**config.mk**
```make
export PLATFORM = sky130hd
export DESIGN_NAME = coder_serial
export DESIGN_NICKNAME = d
export VERILOG_FILES = /design/src/rtl/coder_pkg.sv /design/src/rtl/prio_coder_n.sv /design/src/rtl/coder_serial.sv
export SDC_FILE = /design/constraint.sdc
export NUM_CORES = 1
export LEC_CHECK = 0
export ABC_CLOCK_PERIOD_IN_PS = 2500
export CAP_MARGIN = 20
export CORE_MARGIN = 1.5
export CORE_UTILIZATION = 47
export CTS_BUF_LIST = sky130_fd_sc_hd__clkbuf_8
export DETAILED_ROUTE_END_ITERATION = 16
export HOLD_SLACK_MARGIN = 0.05
export MAX_ROUTING_LAYER = met4
export PLACE_DENSITY_LB_ADDON = 0.12
export SLEW_MARGIN = 25
export SYNTH_ARGS = -nofsm -noshare
export SYNTH_HDL_FRONTEND = slang
export SYNTH_HIERARCHICAL = 1
export SYNTH_SLANG_ARGS = --single-unit
```
**constraint.sdc**
```tcl
create_clock -name clk_i -period 2.5 [get_ports clk_i]
set_input_delay 0.5 -clock clk_i [delete_from_list [all_inputs] [get_ports clk_i]]
set_output_delay 0.5 -clock clk_i [all_outputs]
set_load 0.1 [all_outputs]
```
**src/rtl/coder_pkg.sv**
```systemverilog
// Shared types for the serial index coder.
package coder_pkg;

    // Serialiser FSM: waiting for a vector, or emitting its indices.
    typedef enum logic {
        CODER_IDLE = 1'b0,
        CODER_EMIT = 1'b1
    } coder_state_e;

endpackage

```
**src/rtl/prio_coder_n.sv**
```systemverilog
// Parametrised priority encoder: reports the lowest (or highest) set bit,
// whether exactly one bit is set, and whether the vector is empty.
module prio_coder_n #(
    parameter  int unsigned DATA_W    = 8,
    parameter  bit          MSB_FIRST = 1'b0,
    localparam int unsigned IDX_W     = $clog2(DATA_W)
) (
    input  logic [DATA_W-1:0] data,
    output logic [IDX_W-1:0]  index,
    output logic              one_left,
    output logic              empty
);

    logic        found;
    int unsigned sel;

    // Scan in emission order; the first set bit encountered wins.
    always_comb begin
        index = '0;
        found = 1'b0;
        sel   = 0;
        for (int unsigned i = 0; i < DATA_W; i++) begin
            sel = MSB_FIRST ? (DATA_W - 1 - i) : i;
            if (!found && data[sel]) begin
                index = IDX_W'(sel);
                found = 1'b1;
            end
        end
    end

    // Exactly one bit set: non-empty and clearing the lowest set bit leaves zero.
    always_comb begin
        empty    = ~|data;
        one_left = !empty && ((data & (data - DATA_W'(1))) == '0);
    end

endmodule

```
**src/rtl/coder_serial.sv**
```systemverilog
// Serial index coder: accepts a request vector and emits the index of every
// set bit, one beat per output handshake, in ascending or descending order.
module coder_serial
    import coder_pkg::*;
#(
    parameter  int unsigned DATA_W    = 8,
    parameter  bit          MSB_FIRST = 1'b0,
    localparam int unsigned IDX_W     = $clog2(DATA_W)
) (
    input  logic              clk_i,
    input  logic              rst_n_i,
    input  logic [DATA_W-1:0] data_i,
    input  logic              valid_i,
    output logic              ready_o,
    output logic [IDX_W-1:0]  q_o,
    output logic              q_valid_o,
    input  logic              q_ready_i,
    output logic              q_last_o,
    output logic              q_none_o
);

    coder_state_e      state;
    coder_state_e      state_next;
    logic [DATA_W-1:0] pending;
    logic [DATA_W-1:0] clr_bit;
    logic [IDX_W-1:0]  sel_index;
    logic              sel_one_left;
    logic              sel_empty;
    logic              out_hs;

    prio_coder_n #(
        .DATA_W    (DATA_W),
        .MSB_FIRST (MSB_FIRST)
    ) u_prio (
        .data     (pending),
        .index    (sel_index),
        .one_left (sel_one_left),
        .empty    (sel_empty)
    );

    // One-hot of the bit being emitted, used to retire it from the mask.
    always_comb begin
        clr_bit = '0;
        for (int unsigned i = 0; i < DATA_W; i++) begin
            clr_bit[i] = (IDX_W'(i) == sel_index);
        end
    end

    // State register.
    always_ff @(posedge clk_i or negedge rst_n_i) begin
        if (!rst_n_i) begin
            state <= CODER_IDLE;
        end else begin
            state <= state_next;
        end
    end

    // Pending mask: load on acceptance, retire one bit per output handshake.
    always_ff @(posedge clk_i or negedge rst_n_i) begin
        if (!rst_n_i) begin
            pending <= '0;
        end else if (state == CODER_IDLE && valid_i) begin
            pending <= data_i;
        end else if (out_hs) begin
            pending <= pending & ~clr_bit;
        end
    end

    // Next-state logic; an all-zero vector leaves after its single beat.
    always_comb begin
        state_next = state;
        unique case (state)
            CODER_IDLE: if (valid_i) state_next = CODER_EMIT;
            CODER_EMIT: if (q_ready_i && (sel_one_left || sel_empty)) state_next = CODER_IDLE;
            default:    state_next = CODER_IDLE;
        endcase
    end

    // Outputs decoded from the state register and the pending mask only.
    always_comb begin
        ready_o   = (state == CODER_IDLE);
        q_valid_o = (state == CODER_EMIT);
        out_hs    = q_valid_o && q_ready_i;
        q_o       = q_valid_o ? sel_index : '0;
        q_last_o  = q_valid_o && (sel_one_left || sel_empty);
        q_none_o  = q_valid_o && sel_empty;
    end

endmodule

```
==> metrics.cfg <==
[drt]
ant_nets=0
vias=682
via_per_inst=5.98
dr.pass1.iters=5
wirelength_mm=1.80
drt-initial-drc-count=16
wire_per_inst_microns=15.8
drc_errors=0

[sta]
fmaxAchievable_mhz=393
post-route-min-period_ns=2.54
setup_tns_ns=-0.0418
slew_headroom=0.637
finalHoldViolCount=0
skew_ns=0.00117
period_share=1.02
setup_slack_ns=-0.0418
worst_pin_slew_ns=0.543
drv_slew=0
rsz0062_at_grt=yes
setup_viol=1

[critical_path]
worstPathCellList=or4_4, nor4b_4, a211oi_2, nor2_2, nor2_2, nor2_4, buf_12
end_kind=output pin
path_class=flip-flop to output pin
required_ns=2.00
cp.arrival_ns=2.04
crit_family=simple AND/OR/NAND/NOR gates
start_kind=flip-flop
cp_max_fo=5
crit_buf_inv=1
crit_slowest_cell=or4_4
slowest_delay_ns=0.61
cpMostUsedCell=nor2_2

[global_routing]
grtUsageMet1=0.289
grt_max_degree=18
grt_util_met3=0.0568
grt_busiest_layer=met2
grt_pass1_wl_mm=2.86
use_met2=0.529
grt_util_all_layers=0.296
grt-ovfl-total=0
first_global_vias=650
antenna_found_initial=0

[die]
fp.dieH_microns=39.4
die_x_microns=39.4
start_util=0.531
core_area_sq_um=1170
dieArea_sq_um=1550
rows=12
io_pins=19

[synthesis]
yosysMostFrequentCell=o21ai_0
ys_types=27
synthFlopType=dfrtp_1
syn_area_per_cell_sq_um=8.29
synth_area_leaders=dfrtp_1, o21ai_0, nand2_1
synth.yosys.warnings=6
syn_area_sq_um=622
synth_largest_area_cell=dfrtp_1
yosys.area.top_type_share=0.362
ys_seq_area_frac=0.362
synthArstFlopShare=1.00
ys_ff_latch=9
syn_inst=75
synth-edff-count=0
yosys-top-cells-count=o21ai_0, dfrtp_1, nand2_1
syn-num-nets=87

[run_status]
violations=setup timing
status=complete, but fails checks

[clocking]
tritoncts=done
numCtsBuffers=3
clockBufferDepth=2
post_cts_buffers=0
clock_latency_ns=0.23
cts.reportedPaths.clkPinSlew_ns=0.04
h-tree-depth=1
cts_root_buf=clkbuf_8
ctsHoldBuffers=0
cts_num_sinks=9

[min_path]
hp-class=input port to asynchronous set/reset pin

[placement]
gp_congestion=0.829
io_buffers=18
dpl.hpwl_mm=1.27

[layout]
drive_gt1_frac=0.320
area_growth_pct=56.7
diodes=0
finalNetCount=113

[job]
max_cap_viol_count=0

through the flow:
| step | setup slack, ns | instance area, sq um | hold WS (ns) | utilization | std cells |
|---|---|---|---|---|---|
| floorplan | -0.0629 | 663 | 0.204 | - | 75 |
| global placement | 0.157 | 921 | 0.604 | 0.786 | 110 |
| detailed placement | 0.0969 | 921 | 0.625 | 0.786 | 110 |
| CTS | -0.0338 | 970 | 0.575 | 0.828 | 114 |
| global route | -0.0750 | 975 | 0.595 | 0.832 | 114 |
| finish | -0.0418 | 975 | 0.565 | 0.832 | 114 |
cells in the final DEF (no fill, tap or decap), drive strengths merged:
master,n
o21ai,15
buf,12
clkdlybuf4s50,11
nand2,9
dfrtp,9
nor2,6
and2,4
nand2b,4
nor3,4
clkbuf,3
inv,3
a21oi,3
a211oi,3
o31ai,2
clkinvlp,1
nor2b,1
a21o,1
nand3,1
nand3b,1
or2,1
o21bai,1
or4,1
nor4,1
xnor2,1
a2111oi,1
nor4b,1
worst reg2reg max path, stage by stage, from the launching register on:
cell and delay (ns):
dfrtp_1 0.38, or4_4 0.61, a21oi_1 0.21, nand3_1 0.17, o21ai_0 0.32, o21ai_0 0.17
registers in the layout (all words and copies together), names as in the netlist:
name       cells
q_valid_o      1
pending        8
final cells by class:
type                       instances  area (sq um)
sequential                         9           226
fill                              77           196
multi-input combinational         61           408
inverter                           3          15.0
clock buffer                       3          41.3
tap                               14          17.5
timing repair buffer              23           263
clock inverter                     1          3.75
layer usage:
metal | up-vias | part of all wire
met5 | - | 0
li1 | 318 | -
met1 | 315 | 0.36
met3 | 11 | 0.066
met2 | 38 | 0.53
met4 | 0 | 0.037
path summary, 6_finish.rpt:
| path | to | startpoint | slack [ns] | cells after the start |
|---|---|---|---|---|
| worst max register to register | pending[7]$_DFFE_PN0P_ | pending[3]$_DFFE_PN0P_ | 0.48 | 5 |
| worst max-delay path | q_last_o | pending[3]$_DFFE_PN0P_ | -0.04 | 7 |
| worst min-delay path | pending[0]$_DFFE_PN0P_ | rst_n_i | 0.56 | 1 |
| max in group asynchronous | q_valid_o$_DFF_PN0_ | rst_n_i | 1.63 | 1 |
| worst min register to register | q_valid_o$_DFF_PN0_ | q_valid_o$_DFF_PN0_ | 0.65 | 1 |
| min in group clk_i | q_valid_o$_DFF_PN0_ | q_valid_o$_DFF_PN0_ | 0.65 | 1 |
kinds of logic (layout without fill, tap and decap cells):
kind of cell,Yosys count,after routing,synth area share
buffers and inverters,5,30,0.0443
flip-flops,9,9,0.362
AND/OR/NAND/NOR,34,34,0.296
AO/OA/AOI/OAI,26,26,0.284
XOR/XNOR,1,1,0.0141
repair_timing:
| action | CTS | global route |
|---|---|---|
| gates resized for setup | 1 | 1 |
| pin swaps | 0 | 5 |
| setup endpoints to repair | 2 | 2 |
Power is left out: the tool's default activity adds up to more than one toggle a clock period on the data nets, which glitch-free logic cannot reach.
